[src/rtl/sprite_rom_arbiter.sv]
// Shares one synchronous sprite ROM read port among NUM_REQ units, tagging reads for return.
// Define SPRITE_ROM_ARB_FIXED_PRIO_EN for fixed priority (index 0 highest) instead of round-robin.

module sprite_rom_arbiter #(
  parameter int unsigned NUM_REQ = 4,
  parameter int unsigned ADDR_W  = 14,
  parameter int unsigned DATA_W  = 12,
  parameter int unsigned ROM_LAT = 2
) (
  input  logic                      clk,
  input  logic                      reset_n,
  input  logic                      frame_start,
  input  logic [NUM_REQ-1:0]        req,
  input  logic [NUM_REQ*ADDR_W-1:0] addr_in,
  output logic [NUM_REQ-1:0]        gnt,
  output logic                      rom_en,
  output logic [ADDR_W-1:0]         rom_addr,
  input  logic [DATA_W-1:0]         rom_data,
  output logic [DATA_W-1:0]         rd_data,
  output logic [NUM_REQ-1:0]        rd_valid
);

  localparam int unsigned IdxW = $clog2(NUM_REQ);

  logic [NUM_REQ-1:0]             gnt_q;
  logic [NUM_REQ-1:0]             rd_valid_q;
  logic [NUM_REQ-1:0]             eligible;
  logic [NUM_REQ-1:0]             win_onehot;
  logic                           rom_en_q;
  logic [ADDR_W-1:0]              rom_addr_q;
  logic [ADDR_W-1:0]              win_addr;
  logic [DATA_W-1:0]              rd_data_q;
  logic [ROM_LAT:0][NUM_REQ-1:0]  tag_q;
  logic                           win;
  logic [IdxW-1:0]                win_idx;

  // The requester seeing gnt this cycle still shows its old address, so it sits out.
  assign eligible = req & ~gnt_q;

`ifdef SPRITE_ROM_ARB_FIXED_PRIO_EN
  logic unused_frame_start;
  assign unused_frame_start = frame_start;

  always_comb begin
    win     = 1'b0;
    win_idx = '0;
    for (int i = NUM_REQ - 1; i >= 0; i--) begin
      if (eligible[i]) begin
        win     = 1'b1;
        win_idx = IdxW'(i);
      end
    end
  end
`else
  logic [IdxW-1:0] ptr_q;
  logic [IdxW-1:0] ptr_d;
  logic [IdxW-1:0] cand;

  always_comb begin
    win     = 1'b0;
    win_idx = '0;
    cand    = '0;
    for (int unsigned off = 0; off < NUM_REQ; off++) begin
      cand = IdxW'((ptr_q + off) % NUM_REQ);
      if (!win && eligible[cand]) begin
        win     = 1'b1;
        win_idx = cand;
      end
    end
  end

  always_comb begin
    ptr_d = ptr_q;
    if (win) begin
      ptr_d = (win_idx == IdxW'(NUM_REQ - 1)) ? '0 : win_idx + 1'b1;
    end
    // Frame start overrides the post-grant advance.
    if (frame_start) begin
      ptr_d = '0;
    end
  end

  always_ff @(posedge clk or negedge reset_n) begin
    if (!reset_n) begin
      ptr_q <= '0;
    end else begin
      ptr_q <= ptr_d;
    end
  end
`endif

  always_comb begin
    win_onehot = '0;
    if (win) begin
      win_onehot = NUM_REQ'(1) << win_idx;
    end
    win_addr = addr_in[win_idx*ADDR_W +: ADDR_W];
  end

  always_ff @(posedge clk or negedge reset_n) begin
    if (!reset_n) begin
      gnt_q      <= '0;
      rom_en_q   <= 1'b0;
      rom_addr_q <= '0;
      tag_q      <= '0;
      rd_valid_q <= '0;
      rd_data_q  <= '0;
    end else begin
      gnt_q      <= win_onehot;
      rom_en_q   <= win;
      if (win) begin
        rom_addr_q <= win_addr;
      end
      tag_q      <= {tag_q[ROM_LAT-1:0], win_onehot};
      rd_valid_q <= tag_q[ROM_LAT];
      rd_data_q  <= rom_data;
    end
  end

  assign gnt      = gnt_q;
  assign rom_en   = rom_en_q;
  assign rom_addr = rom_addr_q;
  assign rd_data  = rd_data_q;
  assign rd_valid = rd_valid_q;

endmodule

[config.mk]
export PLATFORM = sky130hd
export DESIGN_NAME = sprite_rom_arbiter
export DESIGN_NICKNAME = d
export VERILOG_FILES = /design/src/rtl/sprite_rom_arbiter.sv
export SDC_FILE = /design/constraint.sdc
export NUM_CORES = 1
export LEC_CHECK = 0
export BUFFER_PORTS_ARGS = -buffer_cell sky130_fd_sc_hd__buf_2
export CORE_AREA = 2 2 81 83
export DETAILED_ROUTE_END_ITERATION = 7
export DIE_AREA = 0 0 83 85
export GPL_TIMING_DRIVEN = 0
export PLACE_DENSITY = 0.64
export SYNTH_ARGS = -nofsm -noshare
export SYNTH_HDL_FRONTEND = slang
export SYNTH_SLANG_ARGS = --single-unit
[constraint.sdc]
create_clock -name clk -period 2.15 [get_ports clk]
set_input_delay 0.3225 -clock clk [delete_from_list [all_inputs] [get_ports clk]]
set_output_delay 0.3225 -clock clk [all_outputs]
set_load 0.02 [all_outputs]
==> impl_metrics.tcl <==
set metrics [dict create \
    ys_warn_count 0 \
    synth.area.mux_share_pct 8.30 \
    final_nets 324 \
    drt_first_pass_iters 4 \
    post_synth.cell_area_avg_um2 13.9 \
    synthSimpleGateAreaFrac_pct 6.30 \
    die_y_um 85 \
    rows 29 \
    gp_congestion 0.689 \
    synth_fa_ha_area_share_pct 1.38 \
    cap_violations 0 \
    cts_sinks 45 \
    pin_count 110 \
    syn_nets 207 \
    start_util_pct 29.1 \
    crit_arrival_ns 2.21 \
    grt_pass1_vias 1450 \
    max_freq_ghz 0.496 \
    rsz0062_at_grt "no" \
    dp_hpwl_mm 3.22 \
    ant_nets 0 \
    syn_inst 130 \
    synth-xor-area-share_pct 0 \
    dr_total_vias 1536 \
    powerDensity_nw_per_um2 1270 \
    min_period_ns 2.01 \
    synth_edf_count 0 \
    critPathLaunchType "register" \
    setup_ws_ns 0.136 \
    synthesis.area_um2 1810 \
    crit_type "register to register" \
    clk_latency_ns 0.30 \
    cts_buffer_depth 2 \
    p_leak_uw 0.00131 \
    status "finished clean" \
    synth_top_family_by_area "compound AO/OA/AOI/OAI gates" \
    critical_path_peak_fanout 10 \
    final_area_um2 2570 \
    tightest_slew_ns 1.02 \
    ys_seq_area_share_pct 62.3 \
    area_growth_pct 42.1 \
    fin_crit_sh_pct 93.7 \
    p_total_uw 3270 \
    async_reset_ff_share_pct 100 \
    clkTransAtPathRegs_ns 0.09 \
    cts_buffers 5 \
    hold_path.class "primary input to register" \
    layout.cells.non_filler 325 \
    h-tree-depth 2 \
    drc 0 \
    wire_per_inst_um 13.9 \
    diodes 0 \
    top_usage_layer "met2" \
    ys_seq_elements 45 \
    dp_cells 316 \
    synth_cell_types 28 \
    die_w_um 83 \
    critical_path_required_ns 2.35 \
    dpl_cell_area_um2 2450 \
    hold_violations 0 \
    synth_ff_type "dfrtp_1" \
    slew_viol_final 0 \
    critPathCaptureType "register" \
    drt-initial-drc-count 73 \
    grt_usage_pct 12.8 \
    overflow 0 \
    worst_path_largest_cell_delay_ns 0.42 \
    ir_drop_uv 540 \
    hold_buffers 0 \
    grt_util_met3_pct 3.70 \
    setup_viol 0 \
    grt_max_degree 46 \
    fin_setup_tns_ns 0 \
    reg2reg_from "tag_q[2]$_DFF_PN0_" \
    viasPerCell 4.73 \
    synth_compound_area_share_pct 16.8 \
    cts-root-buf "clkbuf_8" \
    min_from "rom_data[3]" \
    cp_slowest_cell "dfrtp_1" \
    grtUsageMet2_pct 21.5 \
    core_um2 6200 \
    skew_ns 0.00951 \
    grt_first_pass_wirelength_mm 7.11 \
    io_buffers 109 \
    wl_mm 4.51 \
    layout-drive-gt1-share_pct 53.6 \
    antenna_found_initial 0 \
    crit_chain "nor2b_1 > mux2i_1 > o221ai_4 > buf_4 > ha_1 > a211oi_1" \
    dieArea_um2 7060 \
    post-place-ws_ns -0.283 \
    grt_util_met1_pct 16.4 \
    cp-startpoint "tag_q[2]$_DFF_PN0_" \
    relSlewSlack_pct 32.3 \
    cts_tree "built" \
]
[report_power, final]
group	internal [uW]	switching (uW)
clock network	235	305
logic	621	844
registers	1120	143
total	1980	1290
[cells in the final DEF (no fill, tap or decap)]
cell type	netlist	final
o22ai_1	2	2
buf_2	1	110
a21oi_1	1	1
mux2i_1	15	15
clkbuf_8	0	5
a222oi_1	14	14
clkbuf_2	0	1
nand2b_1	3	3
o21ai_0	7	6
buf_6	1	1
o21ai_1	9	10
nor2_1	4	4
buf_12	1	1
a31oi_4	2	2
o221ai_4	0	1
nand3b_1	2	2
a22oi_1	1	1
or2_2	1	1
and2_1	2	2
nand2_1	1	1
or3b_4	1	1
a211oi_1	1	1
nand3_2	1	1
buf_4	5	6
inv_6	0	1
dfrtp_1	45	45
inv_1	3	3
ha_1	2	2
clkinv_4	0	1
nor2b_1	2	2
and3b_1	1	1
clkinvlp_4	0	1
[cell usage after synthesis (2+ instances only)]
library cell	number	area (um^2)
dfrtp_1	45	1130
mux2i_1	15	150
a222oi_1	14	140
o21ai_1	9	45.0
o21ai_0	7	35.0
buf_4	5	37.5
nor2_1	4	15.0
inv_1	3	11.3
nand2b_1	3	18.8
a31oi_4	2	42.5
and2_1	2	12.5
ha_1	2	25.0
nand3b_1	2	15.0
nor2b_1	2	12.5
o22ai_1	2	12.5
[cell families after synthesis]
| family | after synthesis |
|---|---|
| flip-flops | 45 |
| AO/OA/AOI/OAI | 38 |
| AND/OR/NAND/NOR | 18 |
| multiplexers | 15 |
| buffers and inverters | 12 |
| adder cells (fa/ha/maj) | 2 |
[state kept, by name (all words and copies together) (netlist names)]
| register | flops |
|---|---|
| rom_en | 1 |
| tag_q | 12 |
| ptr_q | 2 |
| rd_data | 12 |
| rd_valid | 4 |
| rom_addr | 14 |
[cell type report]
type                       instances  area, um^2
clock buffer                       5        68.8
timing repair buffer             110         553
sequential                        45        1130
multi-input combinational         73         611
clock inverter                     3        25.0
tap                               77        96.3
buffer                             9        78.8
fill                             576        3630
inverter                           3        11.3
[metrics by stage]
stage,hold WS (ns),util (%)
detailed placement,0.335,39.5
global route,0.109,41.4
floorplan,0.0269,-
finish,0.126,41.4
CTS,0.112,41.4
global placement,0.332,39.5
[worst paths after layout]
path	slack (ns)	end	depth (start not counted)
worst max-delay path	0.14	ptr_q[1]$_DFFE_PN0P_	6
worst min-delay path	0.13	rd_data[3]$_DFF_PN0_	1
worst max register to register	0.14	ptr_q[1]$_DFFE_PN0P_	6
worst min register to register	0.35	rd_valid[0]$_DFF_PN0_	0
max in group asynchronous	1.33	rd_data[6]$_DFF_PN0_	1
min in group asynchronous	0.19	rd_valid[3]$_DFF_PN0_	1
[per-layer routing]
metal	share of wire (%)	wire length, um	vias up
met5	0	0	-
met4	0.33	15	0
met3	8.1	364	2
met2	49	2230	78
met1	42	1900	728
li1	-	-	728
[worst max-delay path: cells and delay by family, from the launching register on]
family,cells,cell delay [ns]
AND/OR/NAND/NOR,1,0.25
multiplexers,1,0.17
adder cells (fa/ha/maj),1,0.24
flip-flops,1,0.42
buffers and inverters,1,0.26
AO/OA/AOI/OAI,2,0.59
[repair_timing]
item,CTS,global route
pin swaps,1,0
endpoints found under the setup margin,3,11
setup buffers,1,0
resized for setup,2,3
Power figures use the tool's default switching activity.
